### config.mk
export PLATFORM = sky130hd
export DESIGN_NAME = int_to_fp_seq_flat
export DESIGN_NICKNAME = d
export VERILOG_FILES = /design/src/rtl/fp_pkg.sv /design/src/rtl/int_to_fp_seq_if.sv /design/src/rtl/fp_round_rne.sv /design/src/rtl/int_to_fp_seq.sv /design/src/flat_wrapper.sv
export SDC_FILE = /design/constraint.sdc
export NUM_CORES = 1
export LEC_CHECK = 0
export BUFFER_PORTS_ARGS = -buffer_cell sky130_fd_sc_hd__buf_2
export CAP_MARGIN = 20
export CORE_ASPECT_RATIO = 1.5
export CORE_UTILIZATION = 40
export CTS_CLUSTER_DIAMETER = 40
export DETAILED_ROUTE_END_ITERATION = 6
export GPL_TIMING_DRIVEN = 0
export SKIP_CTS_REPAIR_TIMING = 1
export SLEW_MARGIN = 0
export SYNTH_ARGS = -nofsm -noshare
export SYNTH_HDL_FRONTEND = slang
export SYNTH_SLANG_ARGS = --single-unit
### constraint.sdc
create_clock -name clk -period 4.8 [get_ports clk]
set_input_delay 0.72 -clock clk [delete_from_list [all_inputs] [get_ports clk]]
set_output_delay 0.72 -clock clk [all_outputs]
set_load 0.01 [all_outputs]
### src/rtl/fp_pkg.sv
// Shared binary64 constants, FSM encoding and packing helper for the FP converters.
package fp_pkg;

   localparam int DP_EXP_W  = 11;
   localparam int DP_FRAC_W = 52;
   localparam int DP_BIAS   = 1023;

   // Exponent of a normalised 64-bit integer with no leading zeros (bit 63 set).
   localparam logic [DP_EXP_W-1:0] INT_EXP_BASE = DP_EXP_W'(DP_BIAS + 63);

   typedef enum logic [1:0] {
      IDLE = 2'd0,
      NORM = 2'd1,
      RND  = 2'd2,
      OUT  = 2'd3
   } int2fp_state_t;

   function automatic logic [63:0] dp_pack(input logic                 sign,
                                           input logic [DP_EXP_W-1:0]  exp,
                                           input logic [DP_FRAC_W-1:0] frac);
      return {sign, exp, frac};
   endfunction

endpackage

### src/rtl/int_to_fp_seq_if.sv
// Producer/consumer handshake bundle for the integer-to-binary64 converter.
interface int_to_fp_seq_if;

   logic        in_valid;
   logic        in_ready;
   logic [63:0] in_int;
   logic        out_valid;
   logic        out_ready;
   logic [63:0] out_fp;
   logic        out_inexact;

   modport master (
      output in_valid, in_int, out_ready,
      input  in_ready, out_valid, out_fp, out_inexact
   );

   modport slave (
      input  in_valid, in_int, out_ready,
      output in_ready, out_valid, out_fp, out_inexact
   );

endinterface

### src/rtl/fp_round_rne.sv
// Round-to-nearest-even on a 52-bit fraction with guard/sticky; carry-out bumps the exponent.
module fp_round_rne
   import fp_pkg::*;
(
   input  logic [DP_FRAC_W-1:0] frac_i,
   input  logic                 guard_i,
   input  logic                 sticky_i,
   input  logic [DP_EXP_W-1:0]  exp_i,
   output logic [DP_FRAC_W-1:0] frac_o,
   output logic [DP_EXP_W-1:0]  exp_o,
   output logic                 inexact_o
);

   logic               round_up;
   logic [DP_FRAC_W:0] sum;

   // Increment on guard when above half or on a tie with an odd fraction.
   always_comb begin
      round_up  = guard_i & (sticky_i | frac_i[0]);
      sum       = {1'b0, frac_i} + {{DP_FRAC_W{1'b0}}, round_up};
      // On carry-out the low bits are already all zero.
      frac_o    = sum[DP_FRAC_W-1:0];
      exp_o     = exp_i + {{(DP_EXP_W-1){1'b0}}, sum[DP_FRAC_W]};
      inexact_o = guard_i | sticky_i;
   end

endmodule

### src/rtl/int_to_fp_seq.sv
// Multi-cycle 64-bit integer to binary64 converter, fixed 7-edge latency.
//
// state | meaning
// IDLE  | waiting for an operand, in_ready high
// NORM  | six binary-search shift steps (32,16,8,4,2,1)
// RND   | round, pack and present the result
// OUT   | result held until the consumer takes it
module int_to_fp_seq
   import fp_pkg::*;
#(
   parameter bit SIGNED_MODE = 1'b1
)(
   input  logic            clk,
   input  logic            rst_n,
   int_to_fp_seq_if.slave  bus
);

   localparam logic [1:0] S_IDLE = IDLE;
   localparam logic [1:0] S_NORM = NORM;
   localparam logic [1:0] S_RND  = RND;
   localparam logic [1:0] S_OUT  = OUT;

   logic [1:0]  state_q, state_d;
   logic [2:0]  step_q, step_d;
   logic [63:0] mag_q, mag_d;
   logic [5:0]  shamt_q, shamt_d;
   logic        sign_q, sign_d;
   logic        in_ready_q, in_ready_d;
   logic        out_valid_q, out_valid_d;
   logic [63:0] out_fp_q, out_fp_d;
   logic        out_inexact_q, out_inexact_d;

   logic                 top_zero;
   logic [5:0]           nrm_w;
   logic [DP_FRAC_W-1:0] rnd_frac;
   logic [DP_EXP_W-1:0]  rnd_exp;
   logic                 rnd_inexact;

   // Is the top 2^step bits of the magnitude all zero?
   always_comb begin
      nrm_w = 6'd1 << step_q;
      case (step_q)
         3'd5:    top_zero = ~|mag_q[63:32];
         3'd4:    top_zero = ~|mag_q[63:48];
         3'd3:    top_zero = ~|mag_q[63:56];
         3'd2:    top_zero = ~|mag_q[63:60];
         3'd1:    top_zero = ~|mag_q[63:62];
         default: top_zero = ~mag_q[63];
      endcase
   end

   fp_round_rne u_round (
      .frac_i    (mag_q[62:11]),
      .guard_i   (mag_q[10]),
      .sticky_i  (|mag_q[9:0]),
      .exp_i     (INT_EXP_BASE - {5'd0, shamt_q}),
      .frac_o    (rnd_frac),
      .exp_o     (rnd_exp),
      .inexact_o (rnd_inexact)
   );

   // Next-state logic for the sequencer and the datapath registers.
   always_comb begin
      state_d       = state_q;
      step_d        = step_q;
      mag_d         = mag_q;
      shamt_d       = shamt_q;
      sign_d        = sign_q;
      in_ready_d    = in_ready_q;
      out_valid_d   = out_valid_q;
      out_fp_d      = out_fp_q;
      out_inexact_d = out_inexact_q;
      case (state_q)
         S_IDLE: begin
            in_ready_d = 1'b1;
            if (bus.in_valid && in_ready_q) begin
               sign_d     = SIGNED_MODE & bus.in_int[63];
               mag_d      = sign_d ? (~bus.in_int + 64'd1) : bus.in_int;
               shamt_d    = 6'd0;
               step_d     = 3'd5;
               in_ready_d = 1'b0;
               state_d    = S_NORM;
            end
         end
         S_NORM: begin
            if (top_zero) begin
               mag_d   = mag_q << nrm_w;
               shamt_d = shamt_q + nrm_w;
            end
            if (step_q == 3'd0) state_d = S_RND;
            else                step_d  = step_q - 3'd1;
         end
         S_RND: begin
            // Zero normalises to nothing; emit +0 regardless of sign mode.
            if (mag_q == 64'd0) begin
               out_fp_d      = 64'd0;
               out_inexact_d = 1'b0;
            end else begin
               out_fp_d      = dp_pack(sign_q, rnd_exp, rnd_frac);
               out_inexact_d = rnd_inexact;
            end
            out_valid_d = 1'b1;
            state_d     = S_OUT;
         end
         S_OUT: begin
            if (bus.out_ready) begin
               out_valid_d = 1'b0;
               in_ready_d  = 1'b1;
               state_d     = S_IDLE;
            end
         end
         default: state_d = S_IDLE;
      endcase
   end

   // State and datapath registers; reset aborts any conversion in flight.
   always_ff @(posedge clk or negedge rst_n) begin
      if (!rst_n) begin
         state_q       <= S_IDLE;
         step_q        <= 3'd0;
         mag_q         <= 64'd0;
         shamt_q       <= 6'd0;
         sign_q        <= 1'b0;
         in_ready_q    <= 1'b0;
         out_valid_q   <= 1'b0;
         out_fp_q      <= 64'd0;
         out_inexact_q <= 1'b0;
      end else begin
         state_q       <= state_d;
         step_q        <= step_d;
         mag_q         <= mag_d;
         shamt_q       <= shamt_d;
         sign_q        <= sign_d;
         in_ready_q    <= in_ready_d;
         out_valid_q   <= out_valid_d;
         out_fp_q      <= out_fp_d;
         out_inexact_q <= out_inexact_d;
      end
   end

   assign bus.in_ready    = in_ready_q;
   assign bus.out_valid   = out_valid_q;
   assign bus.out_fp      = out_fp_q;
   assign bus.out_inexact = out_inexact_q;

endmodule

### src/flat_wrapper.sv
// flat-port wrapper written by rule: the top's interface ports become plain ports
module int_to_fp_seq_flat import fp_pkg::*;
#(
   parameter bit SIGNED_MODE = 1'b1
)
  (clk, rst_n, bus_in_valid, bus_in_int, bus_out_ready, bus_in_ready, bus_out_valid, bus_out_fp, bus_out_inexact);
  int_to_fp_seq_if bus_i ();
  input  logic clk;
  input  logic rst_n;
  input wire logic [$bits(bus_i.in_valid)-1:0] bus_in_valid;
  input wire logic [$bits(bus_i.in_int)-1:0] bus_in_int;
  input wire logic [$bits(bus_i.out_ready)-1:0] bus_out_ready;
  output wire logic [$bits(bus_i.in_ready)-1:0] bus_in_ready;
  output wire logic [$bits(bus_i.out_valid)-1:0] bus_out_valid;
  output wire logic [$bits(bus_i.out_fp)-1:0] bus_out_fp;
  output wire logic [$bits(bus_i.out_inexact)-1:0] bus_out_inexact;
  assign bus_i.in_valid = bus_in_valid;
  assign bus_i.in_int = bus_in_int;
  assign bus_i.out_ready = bus_out_ready;
  assign bus_in_ready = bus_i.in_ready;
  assign bus_out_valid = bus_i.out_valid;
  assign bus_out_fp = bus_i.out_fp;
  assign bus_out_inexact = bus_i.out_inexact;
  int_to_fp_seq #(.SIGNED_MODE(SIGNED_MODE)) u_core (.clk(clk), .rst_n(rst_n), .bus(bus_i));
endmodule
==> flow_metrics.env <==
export IMPL_power_switching_fraction_pct=59.6
export IMPL_tritoncts="yes"
export IMPL_die_width_um=151
export IMPL_groute_usage_overall_pct=46.6
export IMPL_synthArstFlopShare_pct=100
export IMPL_postSynthNetCount=1797
export IMPL_register_area_um2=3580
export IMPL_grt_pass1_wl_um=110000
export IMPL_hold_viol_final=0
export IMPL_timing_critical_path_from_type="flip-flop"
export IMPL_synth_yosys_seq_area_share_pct=27.0
export IMPL_cts_reportedPaths_clkPinSlew_ps=70
export IMPL_core_area_um2=32600
export IMPL_worstMarginPinSlew_ps=1210
export IMPL_drt_initial_drc_count=1899
export IMPL_drt_vias_per_instance=6.99
export IMPL_yosys_mux_area_fraction_pct=7.27
export IMPL_die_y_um=225
export IMPL_synth_xor_area_share_pct=7.26
export IMPL_totalNegativeSetupSlack_ps=-53.8
export IMPL_timing_clock_skew_ps=20.7
export IMPL_multi_input_combinational_cell_area_um2=8900
export IMPL_dp_slack_ps=-623
export IMPL_seq_power_share_pct=17.8
export IMPL_num_nets_final=1962
export IMPL_first_pass_detailed_route_iteration_total=7
export IMPL_grt_antenna_before_repair=5
export IMPL_clock_sink_count=143
export IMPL_ys_types=79
export IMPL_die_area_um2=33900
export IMPL_power_total_mw=12.4
export IMPL_yosys_warnings=0
export IMPL_timing_final_crit_period_ps=4850
export IMPL_max_cap_violations=0
export IMPL_share_clk_of_total_power_pct=11.1
export IMPL_place_area_um2=14600
export IMPL_port_buffers=133
export IMPL_htree_num_levels=4
export IMPL_grt_setup_unrepaired="yes"
export IMPL_stdcell_count=2306
export IMPL_finalCritPeriodShare_pct=101
export IMPL_power_per_cell_area_nw_per_um2=811
export IMPL_critPathMaxFanout=10
export IMPL_ioPinCount=135
export IMPL_fin_area_um2=15200
export IMPL_drc=16
export IMPL_num_fill_cells=3385
export IMPL_grt_max_degree=98
export IMPL_ys_dominant_reg_cell="dfrtp_1"
export IMPL_final_antenna_net_count=0
export IMPL_setup_viol=1
export IMPL_internal_power_mw=5.00
export IMPL_combinational_family_with_the_most_area_after_synthesis="compound AO/OA/AOI/OAI gates"
export IMPL_routability_congestion_estimate_from_global_placement=1.08
export IMPL_post_synth_inst_count=1710
export IMPL_syn_cell_area_um2=13300
export IMPL_place_detailed_hpwl_um=60500
export IMPL_switching_power_mw=7.36
export IMPL_slew_viol_final=0
export IMPL_via_count_of_the_first_global_routing_pass=15525
export IMPL_fmax_mhz=206
export IMPL_vias=16122
export IMPL_power_ir_vdd_worst_mv=0.266
export IMPL_clock_latency_ps=470
export IMPL_globalRouteOverflowTotal=0
export IMPL_p_leak_nw=5.93
export IMPL_wl_per_cell_um=34.1
export IMPL_cp_arrival_ps=5230
export IMPL_min_delay_path_class="input pin to async pin"
export IMPL_synthToLayoutAreaGrowth_pct=14.9
export IMPL_comb_power_share_pct=71.1
export IMPL_end_kind="flip-flop"
export IMPL_number_of_synthesized_flops_with_an_enable_pin=0
export IMPL_cts_root_buf="clkbuf_16"
export IMPL_timing_setup_critical_path_class="flip-flop to flip-flop"
export IMPL_synth_avg_cell_area_um2=7.76
export IMPL_ys_seq_elements=143
export IMPL_synth_simple_area_share_pct=21.1
export IMPL_synth_fa_ha_area_share_pct=1.85
export IMPL_drive_above_1_share_pct=14.0
export IMPL_clock_path_buffers=2
export IMPL_slew_headroom_pct=19.1
export IMPL_cp_data_required_time_ps=5180
export IMPL_outcome="finished, violations left"
export IMPL_initial_utilization_pct=40.6
export IMPL_number_of_placed_cells_counting_well_taps=2271
export IMPL_cts_inserted_buffers=17
export IMPL_postRouteWirelength_um=78600
export IMPL_final_setup_worst_slack_ps=-53.8
export IMPL_num_rows=81
export IMPL_synth_compound_area_share_pct=29.0
export IMPL_violations_in_the_final_reports="DRC, setup timing"
[cell usage after synthesis (7+ instances only)]
master     number  area share [%]
a2111oi_0       7            0.46
a211oi_1       71             4.0
a21oi_1       136             5.1
a221o_1         7            0.53
a221oi_1       22             1.5
a22o_1         11            0.73
a22oi_1        29             1.6
a2bb2oi_1       7            0.46
a31oi_1        17            0.80
a32oi_1         7            0.46
and3_1         11            0.52
and3b_1        35             2.3
buf_1          23            0.65
clkbuf_1      151             4.3
dfrtp_1       143              27
ha_1           18             1.7
inv_1          44             1.2
mux2_2         31             2.6
mux2i_1        48             3.6
nand2_1       156             4.4
nand2b_1       12            0.57
nand3_1        42             1.6
nand4_1        17            0.80
nor2_1        139             3.9
nor2b_1         8            0.38
nor3_1         35             1.3
nor4_1         37             1.7
o211ai_1        8            0.45
o21ai_0       100             3.8
o221ai_1        9            0.59
o22a_1          9            0.59
o22ai_1        46             2.2
o31ai_1        18             1.0
o32a_1          7            0.53
o41ai_1         9            0.59
or3_1          25             1.2
or4_1           8            0.45
xnor2_1        49             3.2
xor2_1         61             4.0
[flip-flops by register name, indices dropped and copies added, names as in the netlist]
| register | cells |
|---|---|
| u_core.bus.out_fp | 64 |
| u_core.step_q | 3 |
| u_core.sign_q | 1 |
| u_core.bus.out_valid | 1 |
| u_core.bus.out_inexact | 1 |
| u_core.state_q | 2 |
| u_core.mag_q | 64 |
| u_core.bus.in_ready | 1 |
| u_core.shamt_q | 6 |
[placed cells by master (no fill, tap or decap), types with 9 or more instances in the layout]
cell and count:
a211oi_1 70, a21oi_1 135, a221oi_1 19, a22o_1 11, a22oi_1 28, a31oi_1 17, and3_1 11, and3b_1 35
buf_1 21, buf_2 147, clkbuf_1 144, clkbuf_16 17, clkbuf_2 9, dfrtp_1 143, ha_1 18, inv_1 44
mux2_2 31, mux2i_1 48, nand2_1 156, nand2b_1 12, nand3_1 42, nand4_1 17, nor2_1 139, nor3_1 32
nor4_1 33, o21ai_0 100, o221ai_1 9, o22a_1 9, o22ai_1 46, o31ai_1 18, o41ai_1 9, or3_1 25
xnor2_1 49, xor2_1 61
[final cells by class]
class | count | area share [%]
Antenna cell | 3 | 0.0493
Multi-Input combinational cell | 1340 | 58.4
Timing Repair Buffer | 147 | 5.13
Clock inverter | 14 | 0.969
Buffer | 180 | 4.65
Inverter | 46 | 1.13
Tap cell | 415 | 3.41
Clock buffer | 18 | 2.82
Sequential cell | 143 | 23.5
[stage by stage]
stage	utilization, %	hold slack, ps
floorplan	-	424
global placement	44.3	465
detailed placement	44.6	472
CTS	46.4	226
global route	46.7	243
finish	46.7	214
[kinds of logic after synthesis]
kind of cell	count (synthesis)
AOI/OAI and AO/OA	569
and+or+nand+nor	557
buffers and inverters	227
DFF	143
xor gates and xnor gates	110
muxes	85
adders and majority gates	19
[critical path, stage by stage (launching register included)]
cell and delay, ps:
dfrtp_1 430, inv_1 140, ha_1 280, clkbuf_1 460, clkbuf_2 410, nand2_1 460, o21ai_0 310, a22o_1 200
buf_1 490, clkbuf_2 430, buf_2 510, o21ai_0 440, nand2_1 180
[power groups by stage]
stage / logic (mW) / clock network (mW) / registers, mW
3_3_place_gp: 8.08 / 0 / 2.18
6_report: 8.79 / 1.38 / 2.20
4_1_cts: 8.19 / 1.38 / 2.18
5_1_grt: 9.02 / 1.42 / 2.26
3_5_place_dp: 8.16 / 0 / 2.20
2_1_floorplan: 4.53 / 0 / 2.18
[worst paths after layout]
check	slack, ps	start	depth (start not counted)	endpoint
worst max-delay path	-50	u_core.step_q[0]	12	u_core.mag_q[27]
worst min-delay path	210	rst_n	1	u_core.bus.out_fp[7]
worst min register to register	490	u_core.sign_q	2	u_core.sign_q
max in group asynchronous	3690	rst_n	2	u_core.mag_q[57]
worst max register to register	-50	u_core.step_q[0]	12	u_core.mag_q[27]
min in group clk	480	bus_out_ready	2	u_core.bus.out_valid
[metal layers]
metal	routed length (um)	part of all wire, %	vias to the layer above	GRT usage (%)
li1	-	-	6691	-
met1	27100	35	7686	51.0
met2	35200	45	1273	72.9
met3	7860	10	472	13.1
met4	8350	11	0	41.6
met5	0	0	-	0
Power figures use the tool's default switching activity.
